<file path="config.mk">
export PLATFORM = sky130hd
export DESIGN_NAME = gf180mcu_fd_sc_mcu9t5v0__dffnq_pipe
export DESIGN_NICKNAME = d
export VERILOG_FILES = /design/src/rtl/gf180mcu_fd_sc_mcu9t5v0__dffnq_pipe.sv
export SDC_FILE = /design/constraint.sdc
export NUM_CORES = 1
export LEC_CHECK = 0
export CAP_MARGIN = 20
export CORE_ASPECT_RATIO = 0.6
export CORE_MARGIN = 1
export CORE_UTILIZATION = 61
export CTS_BUF_LIST = sky130_fd_sc_hd__clkbuf_8
export CTS_CLUSTER_SIZE = 24
export DETAILED_ROUTE_END_ITERATION = 12
export DONT_BUFFER_PORTS = 1
export PLACE_DENSITY = 0.77
export SLEW_MARGIN = 10
export SYNTH_ARGS = -nofsm -noshare
export SYNTH_HDL_FRONTEND = slang
export SYNTH_SLANG_ARGS = --single-unit
</file>
<file path="constraint.sdc">
create_clock -name CLKN -period 2.42 [get_ports CLKN]
set_input_delay 0.242 -clock CLKN [delete_from_list [all_inputs] [get_ports CLKN]]
set_output_delay 0.242 -clock CLKN [all_outputs]
set_load 0.02 [all_outputs]
</file>
<file path="src/rtl/gf180mcu_fd_sc_mcu9t5v0__dffnq_pipe.sv">
// Falling-edge WIDTH x DEPTH register pipeline with per-stage valid,
// shift enable, full-chain scan and occupancy count.
module gf180mcu_fd_sc_mcu9t5v0__dffnq_pipe #(
  parameter int unsigned             WIDTH     = 8,
  parameter int unsigned             DEPTH     = 4,
  parameter logic [WIDTH-1:0]        RESET_VAL = '0
) (
  input  logic                               CLKN,
  input  logic                               RN,
  input  logic                               E,
  input  logic [WIDTH-1:0]                   D,
  input  logic                               VI,
  input  logic                               SE,
  input  logic                               SI,
  output logic [WIDTH-1:0]                   Q,
  output logic                               VO,
  output logic                               SO,
  output logic [$clog2(DEPTH+1)-1:0]         FILL
);

  localparam int unsigned N  = WIDTH * DEPTH;
  localparam int unsigned FW = $clog2(DEPTH + 1);

  // Stage i occupies data bits [i*WIDTH +: WIDTH]; bit 0 of stage 0 is the scan head.
  logic [N-1:0]     data_q, data_d;
  logic [DEPTH-1:0] vld_q,  vld_d;
  logic [FW-1:0]    fill_q, fill_d;

  logic [N-1:0]     data_scan, data_shift, data_run;
  logic [DEPTH-1:0] vld_shift, vld_run;
  logic [FW-1:0]    fill_shift, fill_run;
  logic             rst_x;

  always_comb begin
    data_scan     = data_q << 1;
    data_scan[0]  = SI;

    data_shift              = data_q << WIDTH;
    data_shift[WIDTH-1:0]   = D;

    vld_shift     = vld_q << 1;
    vld_shift[0]  = VI;

    fill_shift    = fill_q + FW'(VI) - FW'(vld_q[DEPTH-1]);

    // Ternaries rather than if/else so an X on SE or E merges into X
    // instead of silently selecting the hold path in simulation.
    data_run = SE ? data_scan : (E ? data_shift : data_q);
    vld_run  = SE ? vld_q     : (E ? vld_shift  : vld_q);
    fill_run = SE ? fill_q    : (E ? fill_shift : fill_q);

    // Zero for a known RN, all-X for an unknown one: poisons every next-state bit.
    rst_x  = RN ^ RN;

    data_d = (RN ? data_run : {DEPTH{RESET_VAL}}) ^ {N{rst_x}};
    vld_d  = (RN ? vld_run  : '0)                 ^ {DEPTH{rst_x}};
    fill_d = (RN ? fill_run : '0)                 ^ {FW{rst_x}};
  end

  always_ff @(negedge CLKN) begin
    data_q <= data_d;
    vld_q  <= vld_d;
    fill_q <= fill_d;
  end

  assign Q    = data_q[N-1 -: WIDTH];
  assign VO   = vld_q[DEPTH-1];
  assign SO   = data_q[N-1];
  assign FILL = fill_q;

endmodule

</file>
# ---- Word level (Yosys, flattened, before mapping)
# Cells that the tools add are included.
dict set report op_classes {
  n_addsub 2
  mux 2
  bitwise_logic 1
  n_reduce_logical 2
}
# operator count
set op_table {}
lappend op_table {{$mux 32} 2}
lappend op_table {{$add 3x1->3} 1}
lappend op_table {{$sub 3x1->3} 1}
lappend op_table {{$reduce_and 2->1} 1}
lappend op_table {{$reduce_bool 2->1} 1}
lappend op_table {{$not 1->1} 1}
dict set report word_totals {
  ff_bits 39
  inputBits 14
  out_inout_bits 13
  elab_cells 10
}

# ---- Longest topological paths before layout
# Gate-level depths: netlist of the first run.
dict set report logic_depth {
  ltp_word 2
  depth_mapped 9
  depth_no_buf 9
}

==> results.yml, run 1 <==
run_status:
  outcome: "finished clean"
min_path:
  min_to: "vld_q[0]$_SDFFE_NN0P_"
  min_path_cells: 2
  hold_class: "register to register"
  hp-start: "vld_q[0]$_SDFFE_NN0P_"
synth:
  synth_fp_nets: 207
  ys_seq_elements: 39
  yosysSeqAreaShare_pct: 44.80
  ys_types: 18
  yosys_warnings: 0
  syn_inst: 190
  synthesis.area_um2: 1743
  yosysTopAreaCellShare_pct: 44.80
  synth.area.top_cells: "dfxtp_1 (45%), mux2i_1 (18%), a21oi_1 (9.2%), o21ai_0 (9.2%), buf_4 (3.9%)"
  yosysTopAreaCell: "dfxtp_1"
  avgSynthCellArea_um2: 9.173
clock_tree:
  cts_tree: "yes"
  cts-root-buf: "clkbuf_8"
  numCtsBuffers: 5
  post_cts_resized: 0
  cts_setup_buffers: 0
  postCtsHoldBufs: 0
  cts.clk_slew.worst_paths_ns: 0.04
  clk_path_buf_depth: 2
  cts_sinks: 39
  htreeDepth: 2
  clk_latency_ns: 0.36
floorplan:
  initial_core_util_pct: 66.78
  die_area_um2: 3082
  core_area_um2: 2610
  fp.dieH_um: 43.41
  die_width_um: 71.01
  rows: 14
  ioPinCount: 27
sta:
  drv_slew: 0
  fin_ws_ns: 0.05082
  finalHoldViolCount: 0
  worstMarginPinSlew_ns: 0.4846
  finalSetupViolations: 0
  finalClockSkew_ns: 0.01701
  rsz0062_at_grt: "false"
  slew_headroom_pct: 67.63
  finalSetupTns_ns: 0
  timing.hold.ws_ns: 0.4529
finish:
  multiInputGateArea_um2: 820.8
  final_common_cell: "inv_1"
  fillerInstances: 197
  mostFrequentLayoutCells: "inv_1 (43), dfxtp_1 (39), mux2i_1 (32), o21ai_0 (32), a21oi_1 (32)"
  seq_area_um2: 780.7
  fin_nets: 231
  diodes: 0
  area_delta_synth_final_pct: 9.763
  layout-drive-gt1-share_pct: 5.116
critical_path:
  r2r_end: "FILL[2]$_SDFFE_NN0P_"
  critPathKind: "register to output port"
  end_kind: "output port"
  required_ns: 2.18
  crit_arrival_ns: 2.13
  reg2regPathDepth: 9
  crit_path_start_kind: "register"
  r2r-start: "FILL[0]$_SDFFE_NN0P_"
  r2r_slack_ns: 0.39
  critPathMaxFanout: 3
power:
  leakage_nw: 0.9137
  finalPower_w: 0.001485
  power_density_nw_per_um2: 776.4
  peakVddDrop_v: 0.0004937
routing:
  ant_nets: 0
  drc: 0
  wl_um: 3169
  first_iter_violations: 74
  avgRoutedWirePerCell_um: 12.83
  first_pass_iters: 7
  viasPerCell: 5.405
  dr_total_vias: 1335
grt:
  grt_pass1_wl_um: 5409
  overflow: 0
  grt_pass1_vias: 1309
  grt_max_degree: 59
  antenna_found_initial: 0
  grt.total_usage_pct: 23.03
placed_design:
  io_buffers: 0
  pre_cts_slack_ns: -0.1873
  dp_hpwl_um: 1951
  place.gp.congestion: 0.7143
run:
  cap_violations: 0
layer usage:
metal	global-route usage [%]	up-vias	share of wire (%)
li1	-	704	-
met1	28.04	605	50
met2	34.23	26	45
met3	11.63	0	5.6
met4	11.60	0	0
met5	0	-	0
final cells by class:
type | instances | area share [%]
Timing Repair Buffer | 2 | 1.439
Clock inverter | 42 | 8.372
Inverter | 4 | 0.7848
Sequential cell | 39 | 40.81
Tap cell | 32 | 2.093
Multi-Input combinational cell | 123 | 42.90
Clock buffer | 5 | 3.597
metrics by stage:
stage               std cells  utilization [%]  cell area, um^2
global placement          201            64.67             1688
detailed placement        201            64.67             1688
floorplan                 190                -             1745
finish                    247            73.30             1913
CTS                       247            73.30             1913
global route              247            73.30             1913
Yosys cell counts:
cell type,count
a21boi_1,7
a21oi_1,32
buf_2,4
buf_4,9
clkbuf_1,10
dfxtp_1,39
fa_1,1
ha_1,2
inv_1,4
inv_2,1
mux2i_1,32
nand2_1,11
nand2b_1,2
nor2b_1,1
o21ai_0,32
o21ai_1,1
or3_1,1
xnor2_1,1
registers in the layout, summed over array words and instances, names as in the netlist:
name,cells
vld_q,4
data_q,32
FILL,3
worst min-delay path: cells and delay by family, from the launching register on:
family	cells	cell delay, ns
flip-flops	1	0.30
AND/OR/NAND/NOR	1	0.05
AO/OA/AOI/OAI	1	0.05
how the worst max path moves through the flow:
| stage | startpoint | cells past startpoint | slack (ns) | end |
|---|---|---|---|---|
| floorplan | VI | 6 | -0.13 | FILL[2]$_SDFFE_NN0P_ |
| global placement | VI | 6 | -0.15 | FILL[2]$_SDFFE_NN0P_ |
| detailed placement | VI | 6 | -0.19 | FILL[2]$_SDFFE_NN0P_ |
| CTS | data_q[31]$_SDFFE_NN0P_ | 0 | 0.04 | Q[7] |
| global route | data_q[31]$_SDFFE_NN0P_ | 0 | 0.02 | Q[7] |
| finish | data_q[31]$_SDFFE_NN0P_ | 0 | 0.05 | Q[7] |
cell families after synthesis:
group           share of synthesized area, %
fa+ha+maj                              2.584
compound gates                         21.68
xor+xnor                              0.5026
buf+inv                                8.255
flops                                  44.80
simple gates                           3.805
mux                                    18.38
report_power, final:
group / total [W] / switching [W] / internal [W]
logic: 0.000101 / 0.0000471 / 0.0000538
clock network: 0.000654 / 0.000375 / 0.000279
registers: 0.000731 / 0.0000444 / 0.000687
No activity file was read; power rests on OpenSTA's default activity.
==> run 2, diff against run 1 <==
--- a/config.mk
+++ b/config.mk
@@ -5,15 +5,15 @@
 export SDC_FILE = /design/constraint.sdc
 export NUM_CORES = 1
 export LEC_CHECK = 0
+export BUFFER_PORTS_ARGS = -buffer_cell sky130_fd_sc_hd__buf_2
 export CAP_MARGIN = 20
 export CORE_ASPECT_RATIO = 0.6
 export CORE_MARGIN = 1
-export CORE_UTILIZATION = 61
+export CORE_UTILIZATION = 58
 export CTS_BUF_LIST = sky130_fd_sc_hd__clkbuf_8
 export CTS_CLUSTER_SIZE = 24
 export DETAILED_ROUTE_END_ITERATION = 12
-export DONT_BUFFER_PORTS = 1
-export PLACE_DENSITY = 0.77
+export PLACE_DENSITY = 0.81
 export SLEW_MARGIN = 10
 export SYNTH_ARGS = -nofsm -noshare
 export SYNTH_HDL_FRONTEND = slang
==> results.yml, run 2 (synthesized netlist as in run 1, its figures left out) <==
run_status:
  outcome: "finished clean"
sta:
  rsz0062_at_grt: "true"
  finalClockSkew_ns: 0.02090
  timing.hold.ws_ns: 0.4688
  finalSetupViolations: 0
  worstMarginPinSlew_ns: 0.4053
  finalHoldViolCount: 0
  slew_headroom_pct: 72.93
  drv_slew: 0
routing:
  first_pass_iters: 4
  dr_total_vias: 1537
  drc: 0
  ant_nets: 0
  viasPerCell: 5.431
  avgRoutedWirePerCell_um: 13.97
  first_iter_violations: 111
  wl_um: 3954
critical_path:
  critPathMaxFanout: 2
  r2r-start: "FILL[0]$_SDFFE_NN0P_"
  path_cells: "buf_4, ha_4, inv_1, fa_2, xnor2_2, or3_1, a21boi_1"
  crit_arrival_ns: 1.48
  worst_path_largest_cell_delay_ns: 0.37
  crit_path_top_delay_cell: "fa_2"
  startpoint: "VI"
  required_ns: 1.50
  end_kind: "register"
  critPathKind: "primary input to register"
  crit_path_start_kind: "primary input"
placed_design:
  dp_hpwl_um: 2145
  post_dp_cell_area_um2: 1868
  io_buffers: 26
  place.gp.congestion: 0.7701
clock_tree:
  cts.clk_slew.worst_paths_ns: 0.03
  clk_path_buf_depth: 2
  cts_tree: "yes"
  cts_setup_buffers: 0
  clk_latency_ns: 0.38
  htreeDepth: 2
  cts-root-buf: "clkbuf_8"
  numCtsBuffers: 5
  cts_sinks: 39
  postCtsHoldBufs: 0
floorplan:
  rows: 14
  initial_core_util_pct: 65.03
  ioPinCount: 27
  fp.dieH_um: 44.46
  die_width_um: 72.77
  die_area_um2: 3235
  core_area_um2: 2680
grt:
  grt_pass1_wl_um: 6479
  antenna_found_initial: 0
  grt_max_degree: 65
  overflow: 0
  grt.total_usage_pct: 28.46
  grt_pass1_vias: 1471
finish:
  final_common_cell: "inv_1"
  stdcell_area_um2: 2152
  area_delta_synth_final_pct: 23.47
  largest_register: "data_q"
  layout-drive-gt1-share_pct: 17.70
  mostFrequentLayoutCells: "inv_1 (42), dfxtp_1 (38), mux2i_1 (32), o21ai_0 (32), a21oi_1 (32)"
  fin_nets: 259
  diodes: 0
  largest_reg_flops: 32
run:
  cap_violations: 0
min_path:
  hold_class: "register to register"
  hp-start: "FILL[0]$_SDFFE_NN0P_"
power:
  peakVddDrop_v: 0.0006752
  power_density_nw_per_um2: 792.3
  leakage_nw: 1.066
  finalPower_w: 0.001705
run 2: cell count changes in the layout (fill, tap and decap cells not counted), sizes merged:
cell      before  now
buf            2   30
clkinvlp       2    1
bufinv         0    1
run 2: final cells by class:
cell class / instances / area (um^2)
clock buffer: 5 / 68.82
clock inverter: 42 / 187.7
fill: 162 / 528.0
inverter: 4 / 15.01
multi-input combinational: 123 / 840.8
sequential: 39 / 784.5
tap: 40 / 50.05
timing repair buffer: 30 / 205.2
run 2: worst max-delay path: cells and delay by family:
family / cells / cell delay [ns]
fa+ha+maj: 2 / 0.49
buf+inv: 2 / 0.15
xor+xnor: 1 / 0.14
simple gates: 1 / 0.31
compound gates: 1 / 0.14
run 2: where the power goes:
group / switching, W / leakage (nW) / total (W) / internal (W)
sequential: 0.0000303 / 0.322 / 0.000715 / 0.000685
clock: 0.000427 / 0.262 / 0.000817 / 0.000390
combinational: 0.0000964 / 0.481 / 0.000173 / 0.0000763
run 2: routing by layer:
metal | track usage, % | share of wire [%] | vias up | wire, um
li1 | - | - | 765 | -
met1 | 30.11 | 40 | 692 | 1591
met2 | 44.67 | 48 | 72 | 1886
met3 | 16.63 | 10 | 8 | 398
met4 | 17.25 | 1.9 | 0 | 77
met5 | 0 | 0 | - | 0
run 2: metrics by stage:
| step | std cells | setup TNS [ns] | utilization [%] | worst slack [ns] |
|---|---|---|---|---|
| final | 283 | 0 | 80.30 | 0.01674 |
| after global routing | 283 | 0 | 80.30 | 0.002008 |
| after CTS | 283 | 0 | 79.18 | 0.002341 |
| after detailed placement | 237 | -0.4501 | 69.70 | -0.2897 |
| after global placement | 237 | -0.3690 | 69.70 | -0.2455 |
| after floorplan | 190 | -0.1279 | - | -0.1279 |
run 2: final timing paths:
| kind | end | slack, ns | cells past startpoint |
|---|---|---|---|
| setup / recovery | FILL[2]$_SDFFE_NN0P_ | 0.02 | 7 |
| hold reg to reg | FILL[0]$_SDFFE_NN0P_ | 0.47 | 2 |
| setup reg to reg | FILL[2]$_SDFFE_NN0P_ | 0.45 | 9 |
| hold / removal | FILL[0]$_SDFFE_NN0P_ | 0.47 | 2 |
run 2: what timing repair did:
item / in CTS / in global routing
gates cloned: 0 / 0
gates resized for setup: 1 / 7
pin swaps: 0 / 2
endpoints found under the setup margin: 2 / 3
hold endpoints to repair: 0 / 0
==> run 3, diff against run 2 <==
--- a/config.mk
+++ b/config.mk
@@ -9,11 +9,11 @@
 export CAP_MARGIN = 20
 export CORE_ASPECT_RATIO = 0.6
 export CORE_MARGIN = 1
-export CORE_UTILIZATION = 58
-export CTS_BUF_LIST = sky130_fd_sc_hd__clkbuf_8
+export CORE_UTILIZATION = 55
+export CTS_BUF_LIST = sky130_fd_sc_hd__clkbuf_8 sky130_fd_sc_hd__clkbuf_16
 export CTS_CLUSTER_SIZE = 24
 export DETAILED_ROUTE_END_ITERATION = 12
-export PLACE_DENSITY = 0.81
+export PLACE_DENSITY = 0.78
 export SLEW_MARGIN = 10
 export SYNTH_ARGS = -nofsm -noshare
 export SYNTH_HDL_FRONTEND = slang
==> results.yml, run 3 (synthesized netlist as in run 1, its figures left out) <==
critical_path:
  crit_path_top_delay_cell: "fa_2"
  required_ns: 1.50
  startpoint: "VI"
  worstSetupEndpoint: "FILL[2]$_SDFFE_NN0P_"
  r2r-start: "FILL[0]$_SDFFE_NN0P_"
  worst_path_largest_cell_delay_ns: 0.33
  r2r_slack_ns: 0.55
  crit_path_start_kind: "primary input"
  critPathMaxFanout: 2
  crit_arrival_ns: 1.43
  critPathKind: "primary input to register"
  path_cells: "buf_2, ha_1, inv_1, fa_2, xnor2_1, or3_1, a21boi_1"
  r2r_end: "FILL[2]$_SDFFE_NN0P_"
  reg2regPathDepth: 9
  end_kind: "register"
placed_design:
  place.gp.congestion: 0.7028
  io_buffers: 26
  dp_hpwl_um: 2178
sta:
  finalHoldViolCount: 0
  rsz0062_at_grt: "false"
  finalSetupViolations: 0
  finalClockSkew_ns: 0.01405
  drv_slew: 0
  finalSetupTns_ns: 0
  slew_headroom_pct: 72.75
  worstMarginPinSlew_ns: 0.4079
routing:
  avgRoutedWirePerCell_um: 12.27
  dr_total_vias: 1454
  first_pass_iters: 4
  first_iter_violations: 83
  ant_nets: 0
  drc: 0
  viasPerCell: 5.084
  wl_um: 3510
grt:
  grt_pass1_wl_um: 5540
  grt.total_usage_pct: 22.79
  overflow: 0
  grt_max_degree: 44
  antenna_found_initial: 0
  grt_pass1_vias: 1349
clock_tree:
  numCtsBuffers: 5
  cts-root-buf: "clkbuf_8"
  clk_path_buf_depth: 2
  htreeDepth: 2
  clk_latency_ns: 0.36
  cts_sinks: 39
  cts.clk_slew.worst_paths_ns: 0.04
  cts_tree: "yes"
  postCtsHoldBufs: 0
floorplan:
  core_area_um2: 2947
  rows: 15
  initial_core_util_pct: 59.15
  ioPinCount: 27
  die_area_um2: 3406
  die_width_um: 74.68
  fp.dieH_um: 45.61
power:
  finalPower_w: 0.001657
  leakage_nw: 1.076
  power_density_nw_per_um2: 778.7
  peakVddDrop_v: 0.0004978
run:
  cap_violations: 0
finish:
  largest_register: "data_q"
  diodes: 0
  layout-drive-gt1-share_pct: 16.39
  final_common_cell: "inv_1"
  area_delta_synth_final_pct: 22.11
  mostFrequentLayoutCells: "inv_1 (44), dfxtp_1 (38), mux2i_1 (32), o21ai_0 (32), a21oi_1 (32)"
  multiInputGateArea_um2: 820.8
  largest_reg_flops: 32
  fin_nets: 260
  fillerInstances: 241
  seq_area_um2: 782.0
run_status:
  outcome: "finished clean"
min_path:
  hold_class: "register to register"
## run 3: cell count changes in the layout (fill, tap and decap cells not counted), sizes merged
cell      change
clkinvlp      -1
inv           +1
buf           +1
## run 3: where the power goes
| part | switching (W) | internal (W) |
|---|---|---|
| registers | 0.0000287 | 0.000686 |
| clock network | 0.000391 | 0.000385 |
| logic | 0.0000917 | 0.0000746 |
| total | 0.000511 | 0.00115 |
## run 3: cell type report
type / instances / area share [%]
timing repair buffer: 31 / 9.641
multi-input combinational: 123 / 38.57
clock inverter: 42 / 8.642
tap: 42 / 2.469
inverter: 4 / 0.7055
clock buffer: 5 / 3.233
sequential: 39 / 36.74
## run 3: through the flow
step           cells  setup slack [ns]  utilization, %  hold slack, ns  instance area [um^2]
2_1_floorplan    190           -0.1279               -          0.4310                  1745
3_3_place_gp     240           -0.2480           63.74          0.4371                  1878
3_5_place_dp     240           -0.2786           63.74          0.4645                  1878
4_1_cts          286           0.06329           72.23          0.4655                  2128
5_1_grt          286          0.008033           72.23          0.4817                  2128
6_report         286           0.06758           72.23          0.4716                  2128
## run 3: what timing repair did
action                     in CTS  in global routing
gates resized for setup         1                  0
setup endpoints to repair       1                  0
buffers inserted                0                  0
## run 3: metal layers
| layer | GRT usage [%] | share of wire [%] |
|---|---|---|
| met5 | 0 | 0 |
| met4 | 13.21 | 1.3 |
| met3 | 12.17 | 4.4 |
| met2 | 35.14 | 48 |
| met1 | 25.45 | 46 |
## run 3: worst min path at each step
stage          cells past startpoint  slack [ns]                     to             startpoint
5_1_grt                            2        0.48  vld_q[1]$_SDFFE_NN0P_  vld_q[0]$_SDFFE_NN0P_
6_report                           2        0.47  vld_q[3]$_SDFFE_NN0P_  vld_q[2]$_SDFFE_NN0P_
4_1_cts                            2        0.47  vld_q[2]$_SDFFE_NN0P_  vld_q[1]$_SDFFE_NN0P_
3_3_place_gp                       2        0.44  vld_q[2]$_SDFFE_NN0P_  vld_q[1]$_SDFFE_NN0P_
3_5_place_dp                       2        0.46  vld_q[2]$_SDFFE_NN0P_  vld_q[1]$_SDFFE_NN0P_
2_1_floorplan                      2        0.43  vld_q[1]$_SDFFE_NN0P_  vld_q[0]$_SDFFE_NN0P_
## run 3: worst max-delay path, delay by kind of cell
kind | cells | cell delay (ns)
fa+ha+maj | 2 | 0.46
simple gates | 1 | 0.32
xor+xnor | 1 | 0.15
buf+inv | 2 | 0.14
compound gates | 1 | 0.12
